<file path="config.mk">
export PLATFORM = sky130hd
export DESIGN_NAME = trap_ctrl
export DESIGN_NICKNAME = d
export VERILOG_FILES = /design/src/rtl/trap_ctrl.sv
export SDC_FILE = /design/constraint.sdc
export NUM_CORES = 1
export LEC_CHECK = 0
export ABC_AREA = 1
export CAP_MARGIN = 10
export CORE_ASPECT_RATIO = 1.5
export CORE_MARGIN = 2
export CORE_UTILIZATION = 39
export CTS_CLUSTER_DIAMETER = 30
export DETAILED_ROUTE_END_ITERATION = 16
export PLACE_DENSITY = 0.9
export SLEW_MARGIN = 20
export SYNTH_ARGS = -nofsm -noshare
export SYNTH_HDL_FRONTEND = slang
export SYNTH_SLANG_ARGS = --single-unit
</file>
<file path="constraint.sdc">
create_clock -name clk -period 1.7 [get_ports clk]
set_clock_uncertainty 0.15 [all_clocks]
set_input_delay 0.255 -clock clk [delete_from_list [all_inputs] [get_ports clk]]
set_output_delay 0.255 -clock clk [all_outputs]
set_load 0.02 [all_outputs]
</file>
<file path="src/rtl/trap_ctrl.sv">
// Machine-mode trap sequencer: takes ecall/ebreak/mret/timer interrupt, stalls the
// pipeline while mepc/mstatus/mcause are written, then redirects fetch for one cycle.
module trap_ctrl #(
  parameter int CPU_WIDTH      = 32,
  parameter int CSR_ADDR_WIDTH = 12
) (
  input  logic                      clk,
  input  logic                      rst,
  input  logic                      ecall_i,
  input  logic                      ebreak_i,
  input  logic                      mret_i,
  input  logic [CPU_WIDTH-1:0]      inst_addr_i,
  input  logic                      int_flag_i,
  input  logic                      pipe_busy_i,
  input  logic [CPU_WIDTH-1:0]      csr_mtvec_i,
  input  logic [CPU_WIDTH-1:0]      csr_mepc_i,
  input  logic [CPU_WIDTH-1:0]      csr_mstatus_i,
  output logic                      csr_we_o,
  output logic [CSR_ADDR_WIDTH-1:0] csr_waddr_o,
  output logic [CPU_WIDTH-1:0]      csr_wdata_o,
  output logic                      client_hold_flag_o,
  output logic                      client_int_assert_o,
  output logic [CPU_WIDTH-1:0]      client_int_addr_o
);

  localparam logic [CSR_ADDR_WIDTH-1:0] ADDR_MSTATUS = CSR_ADDR_WIDTH'(12'h300);
  localparam logic [CSR_ADDR_WIDTH-1:0] ADDR_MEPC    = CSR_ADDR_WIDTH'(12'h341);
  localparam logic [CSR_ADDR_WIDTH-1:0] ADDR_MCAUSE  = CSR_ADDR_WIDTH'(12'h342);

  localparam logic [CPU_WIDTH-1:0] CAUSE_ECALL  = CPU_WIDTH'(11);
  localparam logic [CPU_WIDTH-1:0] CAUSE_EBREAK = CPU_WIDTH'(3);
  localparam logic [CPU_WIDTH-1:0] CAUSE_IRQ    = {1'b1, {(CPU_WIDTH-4){1'b0}}, 3'd7};

  localparam int MIE_BIT  = 3;
  localparam int MPIE_BIT = 7;

  typedef enum logic [2:0] {
    IDLE,
    MEPC,
    MSTATUS,
    MCAUSE,
    ASSERT,
    MRET_ST,
    MRET_AS
  } state_t;

  state_t state;
  state_t state_next;

  logic                 irq_pend;
  logic [CPU_WIDTH-1:0] cause_r;
  logic [CPU_WIDTH-1:0] epc_r;
  logic [CPU_WIDTH-1:0] mstatus_r;

  logic take_ecall;
  logic take_ebreak;
  logic take_mret;
  logic take_irq;
  logic take_trap;
  logic accept;

  logic [CPU_WIDTH-1:0] trap_mstatus;
  logic [CPU_WIDTH-1:0] mret_mstatus;

  // Event arbitration: only in IDLE with a quiet pipeline, ecall > ebreak > mret > irq.
  always_comb begin
    take_ecall  = 1'b0;
    take_ebreak = 1'b0;
    take_mret   = 1'b0;
    take_irq    = 1'b0;
    if (state == IDLE && !pipe_busy_i) begin
      if (ecall_i) begin
        take_ecall = 1'b1;
      end else if (ebreak_i) begin
        take_ebreak = 1'b1;
      end else if (mret_i) begin
        take_mret = 1'b1;
      end else if (irq_pend && csr_mstatus_i[MIE_BIT]) begin
        take_irq = 1'b1;
      end
    end
  end

  assign take_trap = take_ecall | take_ebreak | take_irq;
  assign accept    = take_trap | take_mret;

  always_ff @(posedge clk) begin
    if (rst) begin
      state <= IDLE;
    end else begin
      state <= state_next;
    end
  end

  always_comb begin
    state_next = state;
    case (state)
      IDLE: begin
        if (take_trap) begin
          state_next = MEPC;
        end else if (take_mret) begin
          state_next = MRET_ST;
        end
      end
      MEPC:    state_next = MSTATUS;
      MSTATUS: state_next = MCAUSE;
      MCAUSE:  state_next = ASSERT;
      ASSERT:  state_next = IDLE;
      MRET_ST: state_next = MRET_AS;
      MRET_AS: state_next = IDLE;
      default: state_next = IDLE;
    endcase
  end

  // A new pulse wins over the clear so a request arriving on the take cycle survives.
  always_ff @(posedge clk) begin
    if (rst) begin
      irq_pend <= 1'b0;
    end else if (int_flag_i) begin
      irq_pend <= 1'b1;
    end else if (take_irq) begin
      irq_pend <= 1'b0;
    end
  end

  always_ff @(posedge clk) begin
    if (rst) begin
      cause_r   <= '0;
      epc_r     <= '0;
      mstatus_r <= '0;
    end else if (accept) begin
      mstatus_r <= csr_mstatus_i;
      if (take_trap) begin
        epc_r <= inst_addr_i;
        if (take_ecall) begin
          cause_r <= CAUSE_ECALL;
        end else if (take_ebreak) begin
          cause_r <= CAUSE_EBREAK;
        end else begin
          cause_r <= CAUSE_IRQ;
        end
      end
    end
  end

  always_comb begin
    trap_mstatus           = mstatus_r;
    trap_mstatus[MPIE_BIT] = mstatus_r[MIE_BIT];
    trap_mstatus[MIE_BIT]  = 1'b0;
    mret_mstatus           = mstatus_r;
    mret_mstatus[MIE_BIT]  = mstatus_r[MPIE_BIT];
    mret_mstatus[MPIE_BIT] = 1'b1;
  end

  // Outputs are pure state decode, except hold which also covers the accept cycle.
  always_comb begin
    csr_we_o            = 1'b0;
    csr_waddr_o         = '0;
    csr_wdata_o         = '0;
    client_hold_flag_o  = 1'b0;
    client_int_assert_o = 1'b0;
    client_int_addr_o   = '0;
    case (state)
      IDLE: begin
        client_hold_flag_o = accept;
      end
      MEPC: begin
        client_hold_flag_o = 1'b1;
        csr_we_o           = 1'b1;
        csr_waddr_o        = ADDR_MEPC;
        csr_wdata_o        = epc_r;
      end
      MSTATUS: begin
        client_hold_flag_o = 1'b1;
        csr_we_o           = 1'b1;
        csr_waddr_o        = ADDR_MSTATUS;
        csr_wdata_o        = trap_mstatus;
      end
      MCAUSE: begin
        client_hold_flag_o = 1'b1;
        csr_we_o           = 1'b1;
        csr_waddr_o        = ADDR_MCAUSE;
        csr_wdata_o        = cause_r;
      end
      ASSERT: begin
        client_int_assert_o = 1'b1;
        client_int_addr_o   = csr_mtvec_i;
      end
      MRET_ST: begin
        client_hold_flag_o = 1'b1;
        csr_we_o           = 1'b1;
        csr_waddr_o        = ADDR_MSTATUS;
        csr_wdata_o        = mret_mstatus;
      end
      MRET_AS: begin
        client_int_assert_o = 1'b1;
        client_int_addr_o   = csr_mepc_i;
      end
      default: begin
        client_hold_flag_o = 1'b0;
      end
    endcase
  end

endmodule
</file>
== Word level (Yosys, flattened, before mapping) ==
Index checks and enable logic that the tools add are counted.

* Register bits after elaboration: 100
* Bits in latches: 0
* Memory bits (writable): 0
* Bits in read-only memories: 0
* Bits of input ports: 135
* Output and inout port bits: 79
* Logic and storage cells: 51
* Memories: 0

* Add/subtract/negate cells: 0
* Multipliers: 0
* Divide/modulo/power cells: 0
* Magnitude comparators: 0
* Equality and inequality tests: 7
* Shift-type cells: 0
* Multiplexer cells: 27
* Bitwise logic cells: 3
* Reductions and logical operators: 9

{| class="wikitable"
|+ Operator list
! cell !! count
|-
| one-hot mux 32 bit (4 select lines) || 1
|-
| 2-to-1 mux 32 bit || 2
|-
| one-hot mux 32 bit (2 select lines) || 1
|-
| one-hot mux 10 bit (3 select lines) || 1
|-
| 2-to-1 mux 1 bit || 18
|-
| one-hot mux 3 bit (5 select lines) || 1
|-
| == test 3 bit, second input constant || 3
|-
| == test 3 x 2 -> 1 bit, second input constant || 2
|-
| 2-to-1 mux 3 bit || 2
|-
| OR reduction 2 bit || 2
|-
| OR reduction 4 bit || 1
|-
| == test 3 x 1 -> 1 bit, second input constant || 1
|-
| zero test 3 bit || 1
|-
| inequality test 3 bit, second input constant || 1
|-
| OR 1 bit || 3
|-
| logical AND 1 bit || 2
|-
| one-hot mux 1 bit (2 select lines) || 1
|-
| AND reduction 2 bit || 1
|-
| nonzero test 2 bit || 1
|-
| zero test 1 bit || 1
|}

== Depth between registers and ports, before layout ==
* Depth after elaboration: 9
* Depth in mapped cells: 10
* Mapped depth without buffers: 8

== Worst setup path after synthesis ==
Ideal clock, no wire load.

* Path type: register to output
* From: register state[0]
* To: output csr_wdata_o[0]
* Data arrival time: 1.545 ns
* Slack: -0.250 ns
* Cell stages (with the launch flop): 7
* Buffers on the path: 0
* Cell sequence: dfxtp_1 > inv_1 > nor2_1 > nand2_1 > inv_1 > nand2_1 > o211ai_1

* Word-level cells in the longest chain between the ends: 2
* Elaborated cells on any way between the ends: 5
* Those cells by class: eq/ne (4); mux (1)

{| class="wikitable"
|+ RTL lines
! item !! RTL line !! RTL
|-
| from (decl) || 47 || <nowiki>state_t state;</nowiki>
|-
| from (signal assigned) || 91 || <nowiki>state <= state_next;</nowiki>
|-
| == test 3 bit, or another cell as far along || 163 || <nowiki>case (state)</nowiki>
|-
| one-hot mux 32 bit (4 select lines) * || 163 ||
|-
| to (decl) || 20 || <nowiki>output logic [CPU_WIDTH-1:0] csr_wdata_o,</nowiki>
|}

Every way passes the cells marked *; elsewhere a longest branch is shown, timed or not.

== Final worst setup path ==
* From: register state[2]
* To: output csr_wdata_o[2]

Same word-level chain as after synthesis.

==> impl_results.md <==
- Yosys warns: 0
- Worst setup SP type: flip-flop
- Vias: 5,643
- Commonest cells after routing, fill and taps aside: clkdlybuf4s50_1, nand2_1, nand3_1, dfxtp_1, buf_6
- DR pass1 iterations: 5
- Clk sinks: 71
- Register bit total from synthesis: 71
- Worst min path class: flip-flop to flip-flop
- Minimum clock period: 2.067 ns
- CTS Buffer Depth: 2
- RSZ-0062 raised after global routing: true
- Row count: 44
- Routed Antenna Nets: 0
- Area delta synth->final: 122.3%
- Crit path required time: 1.29 ns
- Largest net degree at the start of global routing: 37
- Grt met3 use: 9.439%
- Share of cells above drive strength 1: 44.16%
- Setup WS post-layout: -0.3666 ns
- Drt initial violations: 468
- Power Dens Cells: 1376 mW/mm2
- Lkg Pwr: between 3 and 4 nW
- Placed cell area: 0.006201 mm2
- # setup viols final: 141
- Status: finished, violations left
- Worst Max-Slew Pin Slew: 0.6695 ns
- Total gr overflow: 0
- Maxcap violations: 0
- Initial antenna violation count: 4
- Post-synthesis sequential area ratio: 37.21%
- Clk slew on worst S/H paths: approximately 0.050 ns
- CTS root buf: clkbuf_16
- CP Max Fanout: 9
- Area of the mapped netlist: 0.003820 mm2
- Vias per cell: 5.746
- Worst VDD drop: about 1100 uV
- Nets: approximately 1,000
- Final Hold Fails: 0
- H-Tree Depth: 3
- Core area: 0.009634 mm2
- Setup crit end kind: primary output
- CTS tree: done
- Die W: 84.81 um
- M1 GR Usage: 33.84%
- # IOs: ~210
- Cts bufs inserted: 9
- Total Power: 0.01168 W
- Gpl congestion: 0.8824
- Met2 usage: 63.41%
- Drt drc: 0
- Highest clock rate: 483.9 MHz
- Fin cells: 982
- Worst-Skew Late Latency: about 0.34 ns
- Dpl hpwl: approximately 10,000 um
- Avg Inst Size Synth: 6.356 um2
- Max-slew violation count: 0
- Period utilization: 121.6%
- Initial Util: about two fifths
- Drt total wl: 22,310 um
- Synthesized instance count: 601
- Synth cell types: 21
- Crit Path Category: flip-flop to primary output
- Total track usage: 34.51%
- Pre-CTS WS: -0.4412 ns
- Commonest non-fill, non-tap cell in the layout: clkdlybuf4s50_1
- Util after Layout: 88.14%
- Die height: 125.2 um
- First-pass GRT wire length: 28,570 um
- Die area: 0.01062 mm2
- Placed Cells: 922
- Slew HR: ~55%
- DR WL/cell: 22.72 um
- Busiest grt layer: met2
- Violated checks: setup timing
- Port bufs: 206
- Fin area: 0.008492 mm2
- Vias in the first global route: 5,539
- WP data arrival: 1.66 ns
[registers in the layout (all words and copies together), names as in the netlist]
signal / flops
epc_r: 32
mstatus_r: 32
cause_r: 3
state: 3
irq_pend: 1
[per-layer routing]
metal  wire length, um  share of wire (%)
met1              6969                 31
met2             11460                 51
met3              2156                9.7
met4              1693                7.6
met5                29               0.13
[final cells by class]
type / instances / area, um2
repair buffers: 295 / 3354
multi-input cells: 434 / 3088
flip-flops and latches: 71 / 1430
fillers: 406 / 1142
clock buffers: 12 / 236.5
inverters: 51 / 224.0
well taps: 115 / 143.9
clock inverters: 2 / 10.01
diodes: 2 / 5.005
[cells in the mapped netlist, drive strengths merged]
library cell / number / area, um2
dfxtp: 71 / 1421
o21ai: 28 / 140.1
nand2: 176 / 683.2
nand4: 1 / 12.51
clkinv: 1 / 3.750
o211ai: 4 / 30.03
nand3: 103 / 515.5
inv: 50 / 187.7
buf: 35 / 236.5
nor2: 75 / 321.6
clkbuf: 16 / 60.06
conb: 1 / 3.750
a21oi: 39 / 195.2
o221ai: 1 / 8.760
[metrics by stage]
step	TNS [ns]	hold WS (ns)
floorplan	0	0.2224
detailed placement	-40.85	0.3060
global route	-36.37	0.3397
global placement	-37.08	0.3019
finish	-30.16	0.3234
CTS	-22.20	0.3125
[where the power goes]
group	internal, W	switching, W
logic	0.00359	0.00410
clock network	0.000966	0.000688
registers	0.00210	0.000247
total	0.00665	0.00503
[repair_timing]
| item | 4_1_cts | 5_1_grt |
|---|---|---|
| setup endpoints to repair | 137 | 142 |
| pin swaps | 44 | 46 |
| gates cloned | 15 | 4 |
| resized for setup | 615 | 170 |
| setup buffers | 20 | 10 |
| hold buffers | 0 | 0 |
[worst paths after layout]
path | from | end | slack [ns] | cells after the start
worst max-delay path | state[2] | csr_wdata_o[2] | -0.37 | 7
worst min register to register | mstatus_r[14] | mstatus_r[14] | 0.32 | 2
worst min-delay path | mstatus_r[14] | mstatus_r[14] | 0.32 | 2
worst max register to register | state[1] | epc_r[1] | -0.26 | 12
[worst max-delay path, cell delays in order, from the launching register on]
cell and delay, ns:
dfxtp_2 0.34, inv_2 0.18, nand3_4 0.14, nand2_4 0.13, buf_6 0.14, nand2_1 0.08, o211ai_1 0.12, buf_4 0.18
[kinds of logic (layout without fill, tap and decap cells)]
group | count (synthesis) | after routing | share of synthesized area, %
AND/OR/NAND/NOR | 355 | 355 | 40.12
buffers and inverters | 102 | 360 | 12.77
AO/OA/AOI/OAI | 72 | 72 | 9.794
flip-flops | 71 | 71 | 37.21
other | 1 | 9 | 0.09817
Note: power is estimated with default switching activity, not from simulation.
